[src/rtl/frame_bank_pkg.sv]
// Shared helpers for the frame-bank arbiter: index-width computation and
// legal-range predicates checked when the design is elaborated.
package frame_bank_pkg;

  localparam int MIN_BANKS  = 3;
  localparam int MAX_BANKS  = 16;
  localparam int MIN_STAGES = 2;
  localparam int MAX_STAGES = 4;

  function automatic int clog2(input int n);
    int r;
    r = 0;
    for (int i = 0; i < 31; i++) begin
      if ((32'sd1 << r) < n) begin
        r = r + 1;
      end else begin
        r = r;
      end
    end
    return r;
  endfunction

  function automatic bit banks_legal(input int n);
    return (n >= MIN_BANKS) && (n <= MAX_BANKS);
  endfunction

  function automatic bit stages_legal(input int n);
    return (n >= MIN_STAGES) && (n <= MAX_STAGES);
  endfunction

endpackage

[src/rtl/vs_edge_sync.sv]
// Brings an asynchronous vsync into the clock domain and emits a one-cycle
// pulse on its synchronised rising edge.
module vs_edge_sync
  import frame_bank_pkg::*;
#(
  parameter int SYNC_STAGES = 2
) (
  input  logic clk,
  input  logic rst,
  input  logic async_in,
  output logic rise_pulse
);

  logic [SYNC_STAGES-1:0] sync_q;
  logic                   hist_q;

  if (!stages_legal(SYNC_STAGES)) begin : g_bad_stages
    $error("vs_edge_sync: SYNC_STAGES must be within 2..4");
  end

  // Shift chain plus one history flop for edge detection.
  always_ff @(posedge clk) begin
    if (rst) begin
      sync_q <= '0;
      hist_q <= 1'b0;
    end else begin
      sync_q <= {sync_q[SYNC_STAGES-2:0], async_in};
      hist_q <= sync_q[SYNC_STAGES-1];
    end
  end

  assign rise_pulse = sync_q[SYNC_STAGES-1] & ~hist_q;

endmodule

[src/rtl/frame_bank_ctrl.sv]
// Frame-bank arbiter: gives the reader the newest completed frame while the
// writer rotates through the other banks, never sharing a bank with the reader.
module frame_bank_ctrl
  import frame_bank_pkg::*;
#(
  parameter int NUM_BANKS   = 4,
  parameter int BANK_W      = clog2(NUM_BANKS),
  parameter int SYNC_STAGES = 2,
  parameter int CNT_W       = 16
) (
  input  logic              clk,
  input  logic              rst,
  input  logic              vin_vs,
  input  logic              vout_vs,
  input  logic              freeze,
  output logic [BANK_W-1:0] wr_bank,
  output logic [BANK_W-1:0] rd_bank,
  output logic              wr_switch,
  output logic              rd_switch,
  output logic [CNT_W-1:0]  drop_cnt,
  output logic [CNT_W-1:0]  rep_cnt
);

  localparam logic [BANK_W:0]   NB_EXT    = (BANK_W+1)'(NUM_BANKS);
  localparam logic [BANK_W-1:0] LAST_BANK = BANK_W'(NUM_BANKS - 1);
  localparam logic [BANK_W:0]   STEP1     = (BANK_W+1)'(1);
  localparam logic [BANK_W:0]   STEP2     = (BANK_W+1)'(2);

  if (!banks_legal(NUM_BANKS)) begin : g_bad_banks
    $error("frame_bank_ctrl: NUM_BANKS must be within 3..16");
  end

  // Sum is formed one bit wider so non-power-of-two bank counts wrap cleanly.
  function automatic logic [BANK_W-1:0] bank_add(input logic [BANK_W-1:0] b,
                                                 input logic [BANK_W:0]   step);
    logic [BANK_W:0] sum;
    sum = {1'b0, b} + step;
    return (sum >= NB_EXT) ? BANK_W'(sum - NB_EXT) : sum[BANK_W-1:0];
  endfunction

  function automatic logic [CNT_W-1:0] sat_inc(input logic [CNT_W-1:0] c);
    return (c == {CNT_W{1'b1}}) ? c : c + CNT_W'(1);
  endfunction

  logic              wr_ev_s, rd_ev_s;
  logic [BANK_W-1:0] cand_s;
  logic [BANK_W-1:0] wr_bank_q, wr_bank_d, rd_bank_q, rd_bank_d;
  logic [BANK_W-1:0] done_bank_q, done_bank_d;
  logic              fresh_q, fresh_d;
  logic [CNT_W-1:0]  drop_cnt_q, drop_cnt_d, rep_cnt_q, rep_cnt_d;
  logic              wr_switch_q, rd_switch_q;

  vs_edge_sync #(.SYNC_STAGES(SYNC_STAGES)) u_vin_sync (
    .clk(clk), .rst(rst), .async_in(vin_vs), .rise_pulse(wr_ev_s)
  );

  vs_edge_sync #(.SYNC_STAGES(SYNC_STAGES)) u_vout_sync (
    .clk(clk), .rst(rst), .async_in(vout_vs), .rise_pulse(rd_ev_s)
  );

  assign cand_s = bank_add(wr_bank_q, STEP1);

  // Reader step first; the writer then steers around the reader's next bank.
  always_comb begin
    rd_bank_d   = rd_bank_q;
    wr_bank_d   = wr_bank_q;
    done_bank_d = done_bank_q;
    fresh_d     = fresh_q;
    drop_cnt_d  = drop_cnt_q;
    rep_cnt_d   = rep_cnt_q;
    if (rd_ev_s) begin
      if (fresh_q) begin
        rd_bank_d = done_bank_q;
        fresh_d   = 1'b0;
      end else begin
        rep_cnt_d = sat_inc(rep_cnt_q);
      end
    end else begin
      rd_bank_d = rd_bank_q;
    end
    if (wr_ev_s && !freeze) begin
      done_bank_d = wr_bank_q;
      fresh_d     = 1'b1;
      wr_bank_d   = (cand_s == rd_bank_d) ? bank_add(wr_bank_q, STEP2) : cand_s;
      if (fresh_q && !rd_ev_s) begin
        drop_cnt_d = sat_inc(drop_cnt_q);
      end else begin
        drop_cnt_d = drop_cnt_q;
      end
    end else begin
      wr_bank_d = wr_bank_q;
    end
  end

  // State and output registers.
  always_ff @(posedge clk) begin
    if (rst) begin
      wr_bank_q   <= '0;
      rd_bank_q   <= LAST_BANK;
      done_bank_q <= LAST_BANK;
      fresh_q     <= 1'b0;
      drop_cnt_q  <= '0;
      rep_cnt_q   <= '0;
      wr_switch_q <= 1'b0;
      rd_switch_q <= 1'b0;
    end else begin
      wr_bank_q   <= wr_bank_d;
      rd_bank_q   <= rd_bank_d;
      done_bank_q <= done_bank_d;
      fresh_q     <= fresh_d;
      drop_cnt_q  <= drop_cnt_d;
      rep_cnt_q   <= rep_cnt_d;
      wr_switch_q <= wr_ev_s;
      rd_switch_q <= rd_ev_s;
    end
  end

  assign wr_bank   = wr_bank_q;
  assign rd_bank   = rd_bank_q;
  assign wr_switch = wr_switch_q;
  assign rd_switch = rd_switch_q;
  assign drop_cnt  = drop_cnt_q;
  assign rep_cnt   = rep_cnt_q;

  a_wr_ne_rd: assert property (@(posedge clk) disable iff (rst) wr_bank_q != rd_bank_q);
  a_wr_ne_done: assert property (@(posedge clk) disable iff (rst)
                                 fresh_q |-> (wr_bank_q != done_bank_q));

endmodule

[config.mk]
export PLATFORM = sky130hd
export DESIGN_NAME = frame_bank_ctrl
export DESIGN_NICKNAME = d
export VERILOG_FILES = /design/src/rtl/frame_bank_pkg.sv /design/src/rtl/vs_edge_sync.sv /design/src/rtl/frame_bank_ctrl.sv
export SDC_FILE = /design/constraint.sdc
export NUM_CORES = 1
export LEC_CHECK = 0
export ABC_AREA = 1
export BUFFER_PORTS_ARGS = -buffer_cell sky130_fd_sc_hd__buf_2
export CAP_MARGIN = 40
export CELL_PAD_IN_SITES_DETAIL_PLACEMENT = 1
export CELL_PAD_IN_SITES_GLOBAL_PLACEMENT = 1
export CORE_UTILIZATION = 43
export DETAILED_ROUTE_END_ITERATION = 7
export GPL_TIMING_DRIVEN = 0
export PLACE_DENSITY_LB_ADDON = 0.1
export SYNTH_ARGS = -nofsm -noshare
export SYNTH_HDL_FRONTEND = slang
export SYNTH_SLANG_ARGS = --single-unit
export TNS_END_PERCENT = 10
[constraint.sdc]
create_clock -name clk -period 2.9 [get_ports clk]
set_clock_uncertainty 0.05 [all_clocks]
set_input_delay 0.29 -clock clk [delete_from_list [all_inputs] [get_ports clk]]
set_output_delay 0.29 -clock clk [all_outputs]
set_load 0.1 [all_outputs]
==> results.yml <==
sta:
  hold_ws_ps: 131.9
  setup-tns-final_ps: 0
  slew_headroom_pct: 48.19
  setup_ws_ps: 1083
  final_hold_viol_count: 0
  period_minus_slack_ps: 1817
  slew_violations: 0
  setup_violations: 0
  finalCritPeriodShare_pct: 62.67
  worst_pin_slew_ps: 777.1
  fmax_mhz: 550.2
  rsz0062_at_grt: "false"
worst_setup_path:
  cp.arrival_ps: 1950
  crit_family: "simple AND/OR/NAND/NOR gates"
  path_class: "flip-flop to flip-flop"
  cp_data_required_time_ps: 3030
  worstPathMaxFanout: 10
  critPathMostFrequentCell: "nand2_1"
  r2r_slack_ps: 1080
  cpPeakStageDelay_ps: 420
  setup.worst_path.end_class: "flip-flop"
  cp_cell_sequence: "ha_1, nand2_1, inv_1, nand2_2, nor2_4, nand3_2, nand2_4, inv_2, buf_6, nand2_1, a21oi_2"
  start_kind: "flip-flop"
  slowest_stage: "dfxtp_1"
  path_buf_inv: 3
final_layout:
  syn_to_final_growth_pct: 15.07
  drive_above_1_share_pct: 20.78
  antenna_cells: 0
  fin_nets: 415
  final_cells: 481
run_status:
  outcome: "finished clean"
detailed_routing:
  first_pass_iters: 4
  drt_iter0_drc: 65
  drc: 0
  routed_via_density: 4.944
  vias: 2378
  finalWirelength_um: 6205
  drtAntennaViolNets: 0
  drt-wirelength-per-cell_um: 12.90
floorplan:
  num_rows: 27
  die_area_mm2: 0.006218
  start_util_pct: 45.29
  dieWidth_um: 78.86
  coreArea_mm2: 0.005608
  dieHeight_um: 78.86
  io_pins: 43
placement:
  placed_cells: 473
  hpwl_um: 4744
  place_ws_ps: 1080
  numPortBuffers: 41
  place.gp.congestion: 0.8181
grt:
  grt_max_degree: 16
  grt_pass1_wl_um: 10870
  grtUsageTotal_pct: 21.76
  antenna_found_initial: 0
  grt_pass1_vias: 2428
  gr-total-overflow: 0
clock_tree:
  cts_tree: "yes"
  clockRootBuffer: "clkbuf_8"
  cts_buffers: 5
  postCtsSetupBuffers: 0
  clock_sinks: 47
  clockBufferDepth: 2
  hold_buffers: 0
  post_cts_resized: 0
  h-tree-depth: 2
  clock_latency_ps: 310
  path_clk_slew_ps: 100
worst_hold_path:
  hold_class: "input port to flip-flop"
yosys:
  yosys.cell_count.top_type: "nand2_1"
  synth-main-ff-cell: "dfxtp_1"
  ys_seq_area_share_pct: 37.04
  netlist_area_mm2: 0.002540
  synth-edff-count: 0
  avgSynthCellArea_um2: 7.055
  synth_top_area_share_pct: 37.04
  synth_area_leaders: "dfxtp_1 37%, nand2_1 14%, inv_1 6.7%, nor2_1 6.4%, xor2_1 5.2%"
  synthCells: 360
  ys_types: 31
  synth_seq_cells: 47
  synth_fp_nets: 367
  yosys.area.top_type: "dfxtp_1"
  synth_top_cells_by_count: "98 x nand2_1, 47 x dfxtp_1, 45 x inv_1, 43 x nor2_1, 22 x nand3_1"
  synthArstFlopShare_pct: 0
  synth_warnings: 0
power_and_ir_drop:
  p_leak_nw: 1.337
  p_sw_share_pct: 26.76
  clkPwrFrac_pct: 35.9
  ir_drop_mv: 0.2091
  powerDensity_mw_per_mm2: 392.9
  p_int_mw: 0.8412
  p_comb_share_pct: 6.8
  pwr-share-seq_pct: 57.4
  switching_power_mw: 0.3073
job:
  drv_cap: 0
==> power groups by stage <==
stage | Sequential, mW | Combinational (mW) | Clock [mW]
floorplan | 0.696 | 0.0378 | 0
global placement | 0.674 | 0.0766 | 0
detailed placement | 0.674 | 0.0783 | 0
CTS | 0.659 | 0.0787 | 0.430
global route | 0.661 | 0.0849 | 0.450
finish | 0.659 | 0.0776 | 0.412
==> metal layers <==
layer  GRT usage [%]  routed length (um)  up-vias
met1           26.01                2846     1117
met2           39.83                3129       30
li1                -                   -     1225
met4           6.182                  59        0
met5               0                   0        -
met3           3.563                 170        6
==> tightest hold or removal path: stages <==
cell	delay [ps]
buf_2	100
inv_1	40
nor2_1	30
==> flip-flops by register name, indices dropped and copies added, names as in the netlist <==
| name | flops |
|---|---|
| wr_switch | 1 |
| u_vout_sync.hist_q | 1 |
| wr_bank | 2 |
| rep_cnt | 16 |
| drop_cnt | 16 |
| u_vin_sync.sync_q | 2 |
| fresh_q | 1 |
| u_vin_sync.hist_q | 1 |
| rd_bank | 2 |
| u_vout_sync.sync_q | 2 |
| rd_switch | 1 |
| done_bank_q | 2 |
==> logic make-up (layout without fill, tap and decap cells) <==
kind of cell | after synthesis | after routing | share of synthesized area [%]
AOI/OAI and AO/OA | 37 | 37 | 9.557
xor gates and xnor gates | 16 | 16 | 5.517
adders and majority gates | 2 | 2 | 0.9851
buffers and inverters | 57 | 106 | 10.10
DFF | 47 | 47 | 37.04
and+or+nand+nor | 201 | 201 | 36.80
==> stage by stage <==
step	total power, mW	instance area (um2)	utilization [%]
2_1_floorplan	0.7335	2540	-
3_3_place_gp	0.7504	2835	50.56
3_5_place_dp	0.7525	2835	50.56
4_1_cts	1.168	2923	52.12
5_1_grt	1.195	2923	52.12
6_report	1.149	2923	52.12
==> cells in the final DEF (no fill, tap or decap), types with 3 or more instances in the layout <==
cell type  netlist  routed
o21ai_0          9       9
nand2_2          3       3
nor2_2           3       3
clkbuf_1         5       5
inv_1           45      45
nand3_1         22      22
nand4_1         11      11
nor3_1          10      10
buf_2            0      41
inv_2            3       3
xor2_1          15      15
dfxtp_1         47      47
nor2_1          43      43
a21oi_2         13      13
a21oi_1         12      12
nand2_1         98      98
clkbuf_8         0       5
==> path summary, 6_finish.rpt <==
| check | start | endpoint | cells after the start |
|---|---|---|---|
| hold reg to reg | u_vin_sync.sync_q[0] | u_vin_sync.sync_q[1] | 2 |
| hold / removal | vin_vs | u_vin_sync.sync_q[0] | 3 |
| setup reg to reg | rep_cnt[1] | rep_cnt[8] | 11 |
| setup / recovery | rep_cnt[1] | rep_cnt[8] | 11 |
==> cell type report <==
cell class	instances	area [um2]
Clock buffer	5	68.82
Buffer	9	76.32
Timing Repair Buffer	41	205.2
Tap cell	72	90.09
Multi-Input combinational cell	256	1343
Sequential cell	47	940.9
Fill cell	785	2685
Inverter	48	180.2
Clock inverter	3	18.77
Note: power is estimated with default switching activity, not from simulation.
